<file path="src/rtl/uart_core_param_if.sv">
// Handshake bundle between the bus register block and uart_core_param:
// TX word handshake, RX word handshake with per-word flags, and busy/overrun status.
interface uart_core_param_if #(
  parameter int DATA_W = 8
);
  logic [DATA_W-1:0] tx_data;
  logic              tx_valid;
  logic              tx_ready;
  logic              tx_busy;
  logic [DATA_W-1:0] rx_data;
  logic              rx_valid;
  logic              rx_ready;
  logic              rx_parity_err;
  logic              rx_frame_err;
  logic              rx_overrun;
  logic              rx_busy;

  modport master (
    output tx_data, tx_valid, rx_ready,
    input  tx_ready, tx_busy, rx_data, rx_valid, rx_parity_err, rx_frame_err, rx_overrun, rx_busy
  );

  modport slave (
    input  tx_data, tx_valid, rx_ready,
    output tx_ready, tx_busy, rx_data, rx_valid, rx_parity_err, rx_frame_err, rx_overrun, rx_busy
  );
endinterface

</file>
<file path="src/rtl/uart_core_param.sv">
// Parametrised full-duplex UART with runtime baud divisor and per-frame error flags.
// Define UART_RX_FIFO_EN to replace the single RX holding register with an RX_FIFO_DEPTH-entry FIFO.
module uart_core_param #(
  parameter int DATA_W        = 8,
  parameter int PARITY        = 1,
  parameter int STOP_BITS     = 1,
  parameter int OVERSAMPLE    = 16,
  parameter int RX_FIFO_DEPTH = 4
) (
  input  logic              clk,
  input  logic              rst,
  input  logic [15:0]       baud_div,
  uart_core_param_if.slave  bus,
  input  logic              RX,
  output logic              TX
);

  localparam int OS_W = $clog2(OVERSAMPLE);
  localparam logic [OS_W-1:0] OS_LAST   = OS_W'(OVERSAMPLE - 1);
  localparam logic [OS_W-1:0] OS_HALF   = OS_W'(OVERSAMPLE / 2 - 1);
  localparam logic [3:0]      DATA_LAST = 4'(DATA_W - 1);
  localparam logic [3:0]      STOP_LAST = 4'(STOP_BITS - 1);

  generate
    if (DATA_W < 5 || DATA_W > 9 || PARITY < 0 || PARITY > 2 || STOP_BITS < 1 || STOP_BITS > 2 ||
        OVERSAMPLE < 4 || (OVERSAMPLE % 2) != 0 || RX_FIFO_DEPTH < 2 ||
        (RX_FIFO_DEPTH & (RX_FIFO_DEPTH - 1)) != 0) begin : g_bad_param
      $error("uart_core_param: unsupported parameter combination");
    end
  endgenerate

  logic [15:0] div_last;
  assign div_last = (baud_div == 16'd0) ? 16'd0 : baud_div - 16'd1;

  // Shared oversampling tick; '>=' keeps it recovering if baud_div shrinks mid-count.
  logic [15:0] tick_cnt_reg;
  logic        os_tick;
  assign os_tick = (tick_cnt_reg >= div_last);

  always_ff @(posedge clk or posedge rst) begin
    if (rst) tick_cnt_reg <= '0;
    else     tick_cnt_reg <= os_tick ? 16'd0 : tick_cnt_reg + 16'd1;
  end

  // ---------------- transmitter ----------------
  typedef enum logic [2:0] {TX_IDLE, TX_START, TX_DATA, TX_PARITY, TX_STOP} tx_state_t;
  tx_state_t         tx_state_reg, tx_state_next;
  logic [15:0]       tx_div_reg, tx_div_next;
  logic [OS_W-1:0]   tx_os_reg, tx_os_next;
  logic [3:0]        tx_bit_reg, tx_bit_next;
  logic [DATA_W-1:0] tx_shift_reg, tx_shift_next;
  logic              tx_par_reg, tx_par_next;
  logic              tx_line_reg, tx_line_next;
  logic              tx_bit_end;

  // TX keeps its own sub-tick phase, cleared at accept, so every bit is exactly baud_div*OVERSAMPLE clk.
  always_comb begin
    tx_state_next = tx_state_reg;
    tx_div_next   = tx_div_reg;
    tx_os_next    = tx_os_reg;
    tx_bit_next   = tx_bit_reg;
    tx_shift_next = tx_shift_reg;
    tx_par_next   = tx_par_reg;
    tx_line_next  = tx_line_reg;
    tx_bit_end    = 1'b0;
    if (tx_state_reg != TX_IDLE) begin
      if (tx_div_reg >= div_last) begin
        tx_div_next = '0;
        if (tx_os_reg == OS_LAST) begin
          tx_os_next = '0;
          tx_bit_end = 1'b1;
        end else begin
          tx_os_next = tx_os_reg + OS_W'(1);
        end
      end else begin
        tx_div_next = tx_div_reg + 16'd1;
      end
    end
    case (tx_state_reg)
      TX_IDLE: begin
        tx_line_next = 1'b1;
        if (bus.tx_valid) begin
          tx_state_next = TX_START;
          tx_shift_next = bus.tx_data;
          tx_par_next   = (PARITY == 2) ? ~^bus.tx_data : ^bus.tx_data;
          tx_line_next  = 1'b0;
          tx_div_next   = '0;
          tx_os_next    = '0;
          tx_bit_next   = '0;
        end
      end
      TX_START: if (tx_bit_end) begin
        tx_state_next = TX_DATA;
        tx_line_next  = tx_shift_reg[0];
        tx_shift_next = tx_shift_reg >> 1;
        tx_bit_next   = '0;
      end
      TX_DATA: if (tx_bit_end) begin
        if (tx_bit_reg == DATA_LAST) begin
          tx_bit_next = '0;
          if (PARITY != 0) begin
            tx_state_next = TX_PARITY;
            tx_line_next  = tx_par_reg;
          end else begin
            tx_state_next = TX_STOP;
            tx_line_next  = 1'b1;
          end
        end else begin
          tx_line_next  = tx_shift_reg[0];
          tx_shift_next = tx_shift_reg >> 1;
          tx_bit_next   = tx_bit_reg + 4'd1;
        end
      end
      TX_PARITY: if (tx_bit_end) begin
        tx_state_next = TX_STOP;
        tx_line_next  = 1'b1;
        tx_bit_next   = '0;
      end
      TX_STOP: if (tx_bit_end) begin
        if (tx_bit_reg == STOP_LAST) tx_state_next = TX_IDLE;
        else                         tx_bit_next   = tx_bit_reg + 4'd1;
      end
      default: tx_state_next = TX_IDLE;
    endcase
  end

  always_ff @(posedge clk or posedge rst) begin
    if (rst) begin
      tx_state_reg <= TX_IDLE;
      tx_div_reg   <= '0;
      tx_os_reg    <= '0;
      tx_bit_reg   <= '0;
      tx_shift_reg <= '0;
      tx_par_reg   <= 1'b0;
      tx_line_reg  <= 1'b1;
    end else begin
      tx_state_reg <= tx_state_next;
      tx_div_reg   <= tx_div_next;
      tx_os_reg    <= tx_os_next;
      tx_bit_reg   <= tx_bit_next;
      tx_shift_reg <= tx_shift_next;
      tx_par_reg   <= tx_par_next;
      tx_line_reg  <= tx_line_next;
    end
  end

  assign TX           = tx_line_reg;
  assign bus.tx_ready = (tx_state_reg == TX_IDLE);
  assign bus.tx_busy  = (tx_state_reg != TX_IDLE);

  // ---------------- receiver ----------------
  typedef enum logic [2:0] {RX_IDLE, RX_START, RX_DATA, RX_PARITY, RX_STOP} rx_state_t;
  rx_state_t         rx_state_reg, rx_state_next;
  logic              rx_meta_reg, rx_sync_reg;
  logic [OS_W-1:0]   rx_os_reg, rx_os_next;
  logic [3:0]        rx_bit_reg, rx_bit_next;
  logic [DATA_W-1:0] rx_shift_reg, rx_shift_next;
  logic              rx_perr_reg, rx_perr_next;
  logic              rx_ferr_reg, rx_ferr_next;
  logic              rx_push, rx_push_ferr;

  always_comb begin
    rx_state_next = rx_state_reg;
    rx_os_next    = rx_os_reg;
    rx_bit_next   = rx_bit_reg;
    rx_shift_next = rx_shift_reg;
    rx_perr_next  = rx_perr_reg;
    rx_ferr_next  = rx_ferr_reg;
    rx_push       = 1'b0;
    rx_push_ferr  = rx_ferr_reg | ~rx_sync_reg;
    case (rx_state_reg)
      RX_IDLE: if (!rx_sync_reg) begin
        rx_state_next = RX_START;
        rx_os_next    = '0;
      end
      RX_START: if (os_tick) begin
        if (rx_os_reg == OS_HALF) begin
          rx_os_next = '0;
          if (!rx_sync_reg) begin
            rx_state_next = RX_DATA;
            rx_bit_next   = '0;
            rx_perr_next  = 1'b0;
            rx_ferr_next  = 1'b0;
          end else begin
            rx_state_next = RX_IDLE;
          end
        end else begin
          rx_os_next = rx_os_reg + OS_W'(1);
        end
      end
      RX_DATA: if (os_tick) begin
        if (rx_os_reg == OS_LAST) begin
          rx_os_next    = '0;
          rx_shift_next = {rx_sync_reg, rx_shift_reg[DATA_W-1:1]};
          if (rx_bit_reg == DATA_LAST) begin
            rx_bit_next   = '0;
            rx_state_next = (PARITY != 0) ? RX_PARITY : RX_STOP;
          end else begin
            rx_bit_next = rx_bit_reg + 4'd1;
          end
        end else begin
          rx_os_next = rx_os_reg + OS_W'(1);
        end
      end
      RX_PARITY: if (os_tick) begin
        if (rx_os_reg == OS_LAST) begin
          rx_os_next    = '0;
          rx_bit_next   = '0;
          rx_perr_next  = (^rx_shift_reg) ^ rx_sync_reg ^ (PARITY == 2);
          rx_state_next = RX_STOP;
        end else begin
          rx_os_next = rx_os_reg + OS_W'(1);
        end
      end
      RX_STOP: if (os_tick) begin
        if (rx_os_reg == OS_LAST) begin
          rx_os_next = '0;
          if (!rx_sync_reg) rx_ferr_next = 1'b1;
          if (rx_bit_reg == STOP_LAST) begin
            rx_state_next = RX_IDLE;
            rx_push       = 1'b1;
          end else begin
            rx_bit_next = rx_bit_reg + 4'd1;
          end
        end else begin
          rx_os_next = rx_os_reg + OS_W'(1);
        end
      end
      default: rx_state_next = RX_IDLE;
    endcase
  end

  always_ff @(posedge clk or posedge rst) begin
    if (rst) begin
      rx_meta_reg  <= 1'b1;
      rx_sync_reg  <= 1'b1;
      rx_state_reg <= RX_IDLE;
      rx_os_reg    <= '0;
      rx_bit_reg   <= '0;
      rx_shift_reg <= '0;
      rx_perr_reg  <= 1'b0;
      rx_ferr_reg  <= 1'b0;
    end else begin
      rx_meta_reg  <= RX;
      rx_sync_reg  <= rx_meta_reg;
      rx_state_reg <= rx_state_next;
      rx_os_reg    <= rx_os_next;
      rx_bit_reg   <= rx_bit_next;
      rx_shift_reg <= rx_shift_next;
      rx_perr_reg  <= rx_perr_next;
      rx_ferr_reg  <= rx_ferr_next;
    end
  end

  assign bus.rx_busy = (rx_state_reg != RX_IDLE);

  // ---------------- RX output buffer ----------------
  logic rx_overrun_reg, rx_overrun_next;

`ifdef UART_RX_FIFO_EN
  localparam int AW = $clog2(RX_FIFO_DEPTH);
  logic [DATA_W+1:0] fifo_mem [RX_FIFO_DEPTH];
  logic [AW-1:0]     rd_ptr_reg, wr_ptr_reg;
  logic [AW:0]       count_reg;
  logic [DATA_W+1:0] head;
  logic              full, empty, pop, push_ok;

  assign full    = (count_reg == (AW+1)'(RX_FIFO_DEPTH));
  assign empty   = (count_reg == '0);
  assign pop     = !empty && bus.rx_ready;
  assign push_ok = rx_push && (!full || pop);
  assign head    = fifo_mem[rd_ptr_reg];
  assign rx_overrun_next = rx_push && full && !pop;

  always_ff @(posedge clk) begin
    if (push_ok) fifo_mem[wr_ptr_reg] <= {rx_shift_reg, rx_perr_reg, rx_push_ferr};
  end

  always_ff @(posedge clk or posedge rst) begin
    if (rst) begin
      rd_ptr_reg <= '0;
      wr_ptr_reg <= '0;
      count_reg  <= '0;
    end else begin
      if (push_ok) wr_ptr_reg <= wr_ptr_reg + AW'(1);
      if (pop)     rd_ptr_reg <= rd_ptr_reg + AW'(1);
      count_reg <= count_reg + (AW+1)'(push_ok) - (AW+1)'(pop);
    end
  end

  // Storage is not reset, so outputs are masked while empty to present zeros after reset.
  assign bus.rx_valid      = !empty;
  assign bus.rx_data       = empty ? '0 : head[DATA_W+1:2];
  assign bus.rx_parity_err = !empty && head[1];
  assign bus.rx_frame_err  = !empty && head[0];
`else
  logic              hold_valid_reg;
  logic [DATA_W-1:0] hold_data_reg;
  logic              hold_perr_reg, hold_ferr_reg;
  logic              pop, push_ok;

  assign pop     = hold_valid_reg && bus.rx_ready;
  assign push_ok = rx_push && (!hold_valid_reg || pop);
  assign rx_overrun_next = rx_push && hold_valid_reg && !pop;

  always_ff @(posedge clk or posedge rst) begin
    if (rst) begin
      hold_valid_reg <= 1'b0;
      hold_data_reg  <= '0;
      hold_perr_reg  <= 1'b0;
      hold_ferr_reg  <= 1'b0;
    end else if (push_ok) begin
      hold_valid_reg <= 1'b1;
      hold_data_reg  <= rx_shift_reg;
      hold_perr_reg  <= rx_perr_reg;
      hold_ferr_reg  <= rx_push_ferr;
    end else if (pop) begin
      hold_valid_reg <= 1'b0;
    end
  end

  assign bus.rx_valid      = hold_valid_reg;
  assign bus.rx_data       = hold_data_reg;
  assign bus.rx_parity_err = hold_valid_reg && hold_perr_reg;
  assign bus.rx_frame_err  = hold_valid_reg && hold_ferr_reg;
`endif

  always_ff @(posedge clk or posedge rst) begin
    if (rst) rx_overrun_reg <= 1'b0;
    else     rx_overrun_reg <= rx_overrun_next;
  end

  assign bus.rx_overrun = rx_overrun_reg;

endmodule

</file>
<file path="src/flat_wrapper.sv">
// flat-port wrapper written by rule: the top's interface ports become plain ports
module uart_core_param_flat 
#(
  parameter int DATA_W        = 8,
  parameter int PARITY        = 1,
  parameter int STOP_BITS     = 1,
  parameter int OVERSAMPLE    = 16,
  parameter int RX_FIFO_DEPTH = 4
)
  (clk, rst, baud_div, RX, TX, bus_tx_data, bus_tx_valid, bus_rx_ready, bus_tx_ready, bus_tx_busy, bus_rx_data, bus_rx_valid, bus_rx_parity_err, bus_rx_frame_err, bus_rx_overrun, bus_rx_busy);
  uart_core_param_if #(.DATA_W(DATA_W)) bus_i ();
  input  logic clk;
  input  logic rst;
  input  logic [15:0] baud_div;
  input  logic RX;
  output logic TX;
  input wire logic [$bits(bus_i.tx_data)-1:0] bus_tx_data;
  input wire logic [$bits(bus_i.tx_valid)-1:0] bus_tx_valid;
  input wire logic [$bits(bus_i.rx_ready)-1:0] bus_rx_ready;
  output wire logic [$bits(bus_i.tx_ready)-1:0] bus_tx_ready;
  output wire logic [$bits(bus_i.tx_busy)-1:0] bus_tx_busy;
  output wire logic [$bits(bus_i.rx_data)-1:0] bus_rx_data;
  output wire logic [$bits(bus_i.rx_valid)-1:0] bus_rx_valid;
  output wire logic [$bits(bus_i.rx_parity_err)-1:0] bus_rx_parity_err;
  output wire logic [$bits(bus_i.rx_frame_err)-1:0] bus_rx_frame_err;
  output wire logic [$bits(bus_i.rx_overrun)-1:0] bus_rx_overrun;
  output wire logic [$bits(bus_i.rx_busy)-1:0] bus_rx_busy;
  assign bus_i.tx_data = bus_tx_data;
  assign bus_i.tx_valid = bus_tx_valid;
  assign bus_i.rx_ready = bus_rx_ready;
  assign bus_tx_ready = bus_i.tx_ready;
  assign bus_tx_busy = bus_i.tx_busy;
  assign bus_rx_data = bus_i.rx_data;
  assign bus_rx_valid = bus_i.rx_valid;
  assign bus_rx_parity_err = bus_i.rx_parity_err;
  assign bus_rx_frame_err = bus_i.rx_frame_err;
  assign bus_rx_overrun = bus_i.rx_overrun;
  assign bus_rx_busy = bus_i.rx_busy;
  uart_core_param #(.DATA_W(DATA_W), .PARITY(PARITY), .STOP_BITS(STOP_BITS), .OVERSAMPLE(OVERSAMPLE), .RX_FIFO_DEPTH(RX_FIFO_DEPTH)) u_core (.clk(clk), .rst(rst), .baud_div(baud_div), .bus(bus_i), .RX(RX), .TX(TX));
endmodule
</file>
<file path="config.mk">
export PLATFORM = sky130hd
export DESIGN_NAME = uart_core_param_flat
export DESIGN_NICKNAME = d
export VERILOG_FILES = /design/src/rtl/uart_core_param_if.sv /design/src/rtl/uart_core_param.sv /design/src/flat_wrapper.sv
export SDC_FILE = /design/constraint.sdc
export NUM_CORES = 1
export LEC_CHECK = 0
export ABC_AREA = 1
export BUFFER_PORTS_ARGS = -buffer_cell sky130_fd_sc_hd__buf_2
export CORE_MARGIN = 2
export CORE_UTILIZATION = 25
export DETAILED_ROUTE_END_ITERATION = 10
export PLACE_DENSITY_LB_ADDON = 0.2
export RECOVER_POWER = 25
export SYNTH_ARGS = -nofsm -noshare
export SYNTH_HDL_FRONTEND = slang
export SYNTH_SLANG_ARGS = --single-unit
</file>
<file path="constraint.sdc">
create_clock -name clk -period 2.22 [get_ports clk]
set_clock_uncertainty 0.05 [all_clocks]
set_input_delay 0 -clock clk [delete_from_list [all_inputs] [get_ports clk]]
set_output_delay 0 -clock clk [all_outputs]
set_load 0.01 [all_outputs]
</file>
==> results.cfg <==
[setup_path]
crit_path_start_kind = primary input
critPathLaunch = baud_div[1]
worstSetupEndpoint = u_core.bus.rx_data[4]$_DFFE_PP0P_
cp.required_ns = 2.41
crit_type = primary input to register
critPathMaxFanout = 9
reg2reg_depth = 14
r2r_slack_ns = 0.08
critPathArrivalTime_ns = 2.71
slowest_delay_ns = 0.31
r2r-end = u_core.tx_state_reg[2]$_DFFE_PP0P_
cp_slowest_cell = ha_4
worstPathCellList = buf_8 -> nor2_4 -> nand4_1 -> nor3_2 -> nand2_2 -> inv_1 -> nand4_1 -> xnor2_1 -> nand2_2 -> ha_4 -> nand2_4 -> nor3_4 -> nand2_2 -> nand3_4 -> buf_12 -> nand4_4 -> clkbuf_16 -> nand2_1 -> o21ai_1
path_common_cell = nand2_2
worstSetupEndpointType = register
worstReg2RegStart = u_core.tx_div_reg[7]$_DFF_PP0_

[die]
initial_core_util = 0.255
core_area_um2 = 23500
dieArea_um2 = 25300
die_y_um = 159
die_w_um = 159
ios = 45
rows = 56

[power_and_ir_drop]
power_density_nw_per_um2 = 858
p_total_mw = 7.41
power.leakage_nw = 4.20
vdd_drop_max_mv = 0.476

[drt]
drcViolationCount = 0
wl_um = 16800
drt_iter0_markers = 315
vias_per_cell = 4.46
ant_nets = 0
wl_per_cell_um = 13.2
vias = 5695
detail_route.first_pass.iterations = 6

[placed_design]
io_buffers = 44
place_hpwl_um = 12200
routabilityCongestion = 0.846

[synthesis]
synthSimpleGateAreaFrac = 0.312
avgSynthCellArea_um2 = 7.65
syn_area_um2 = 6010
synth-xor-area-share = 0.0612
yosysUniqueCellTypes = 47
synth_seq_cells = 88
yosysSeqAreaShare = 0.367
async_flop_share = 1.00
synth_compound_gate_area_share = 0.0902
synth_mux_area_frac = 0.0117
synth-edff-count = 0
synth-warning-count = 0
syn-num-nets = 856
ys.flop_type = dfrtp_1
synth_top_family_by_area = simple AND/OR/NAND/NOR gates
synthCells = 785
synth_fa_ha_area_frac = 0.0875

[global_route]
grt_pass1_vias = 5657
grt_pass1_wl_um = 27900
grt_start_max_net_pins = 39
antenna_found_initial = 0
grt_overflow = 0
grt_usage = 0.134

[cts]
htreeDepth = 3
ctsRootBufferMaster = clkbuf_16
cts_tree = yes
cts_buffers = 9
cts_sinks = 88
clk_pin_slew_ns = 0.07
cts_buffer_depth = 2
clkLatencyLatePin_ns = 0.36

[sta]
worst_pin_slew_ns = 1.35
period_needed_ns = 2.52
setup_ws_ns = -0.303
rsz0062_at_grt = true
period_share = 1.14
hold_viol_final = 0
maxSlewViolCount = 0
relSlewSlack = 0.0922
finalSetupViolations = 77
hold_ws_ns = 0.241
max_freq_ghz = 0.396

[run_status]
status = finished with violations
violations = negative setup slack

[worst_hold_path]
hp-class = primary input to register
min_from = RX

[final_layout]
n_antenna_cell = 0
drive_above_1_share = 0.330
final_cell_mix = nand2_1, inv_1, buf_4
multiInputGateArea_um2 = 3990
fillCellCount = 2486
layout_commonest_cell = nand2_1
seqCellArea_um2 = 2210
final_nets = 1024
syn_to_final_growth_pct = 43.7

[run]
maxCapViolCount = 0
power breakdown:
group	total [mW]	internal, mW	switching [mW]
Clock	1.62	0.908	0.707
Combinational	3.57	1.46	2.10
Sequential	2.23	1.94	0.287
stage by stage:
step / setup TNS (ns) / instances / instance area, µm² / utilization / setup WS, ns
5_1_grt: -31.44 / 1277 / 8640 / 0.367 / -0.521
3_5_place_dp: -40.82 / 1220 / 7370 / 0.313 / -0.655
3_3_place_gp: -42.60 / 1220 / 7370 / 0.313 / -0.711
4_1_cts: -5.51 / 1264 / 8230 / 0.349 / -0.163
2_1_floorplan: -6.51 / 785 / 6180 / - / -0.222
6_report: -13.47 / 1277 / 8640 / 0.367 / -0.303
layer usage:
| layer | GRT usage | vias up | wire length [µm] |
|---|---|---|---|
| met2 | 0.213 | 96 | 7760 |
| met4 | 0.0537 | 0 | 320 |
| met5 | 0 | - | 0 |
| met1 | 0.183 | 2651 | 8210 |
| li1 | - | 2930 | - |
| met3 | 0.0211 | 18 | 522 |
logic make-up after synthesis:
kind of cell             Yosys count
buffers and inverters            108
AO/OA/AOI/OAI                     92
multiplexers                       7
flip-flops                        88
adder cells (fa/ha/maj)           42
AND/OR/NAND/NOR                  406
XOR/XNOR                          42
Yosys cell counts, drive strengths merged (2+ instances only):
| cell | number | share of area |
|---|---|---|
| nor3b | 7 | 0.0087 |
| nand3b | 3 | 0.0037 |
| nand4 | 20 | 0.023 |
| clkbuf | 3 | 0.0019 |
| or2 | 4 | 0.0042 |
| nand3 | 57 | 0.049 |
| o21bai | 2 | 0.0025 |
| nor4 | 13 | 0.016 |
| mux2i | 7 | 0.012 |
| a211oi | 2 | 0.0025 |
| xor2 | 23 | 0.034 |
| nand2 | 196 | 0.13 |
| o21ai | 49 | 0.046 |
| nor2 | 79 | 0.056 |
| dfrtp | 85 | 0.35 |
| buf | 3 | 0.0040 |
| o21a | 2 | 0.0025 |
| xnor2 | 19 | 0.028 |
| ha | 42 | 0.087 |
| inv | 101 | 0.064 |
| o31ai | 2 | 0.0025 |
| dfstp | 3 | 0.013 |
| nor3 | 25 | 0.023 |
| a21oi | 30 | 0.027 |
critical path, delay by kind of cell:
family | cells | cell delay [ns]
buffers and inverters | 4 | 0.52
XOR/XNOR | 1 | 0.18
adder cells (fa/ha/maj) | 1 | 0.31
AND/OR/NAND/NOR | 12 | 1.65
AO/OA/AOI/OAI | 1 | 0.05
final cells by class:
type / count / area share
clock buffers: 10 / 0.0277
clock inverters: 6 / 0.00782
inverters: 102 / 0.0458
multi-input cells: 590 / 0.462
flip-flops and latches: 88 / 0.255
well taps: 319 / 0.0462
repair buffers: 162 / 0.155
worst min path at each step:
stage / to / cells after the start / slack (ns)
after global routing: u_core.rx_meta_reg$_DFF_PP1_ / 2 / 0.23
after floorplan: u_core.rx_meta_reg$_DFF_PP1_ / 0 / -0.05
after detailed placement: u_core.rx_meta_reg$_DFF_PP1_ / 1 / 0.06
after CTS: u_core.rx_meta_reg$_DFF_PP1_ / 2 / 0.22
final: u_core.rx_meta_reg$_DFF_PP1_ / 2 / 0.24
after global placement: u_core.rx_meta_reg$_DFF_PP1_ / 1 / 0.05
repair_timing:
action                                 CTS  global route
pin swaps                               28            34
setup endpoints to repair               75            85
endpoints found under the hold margin   36             0
setup buffers                           15            14
cloned                                   1             2
hold buffers                            12             0
resized for setup                       82            82
(Power assumes the default switching activity.)
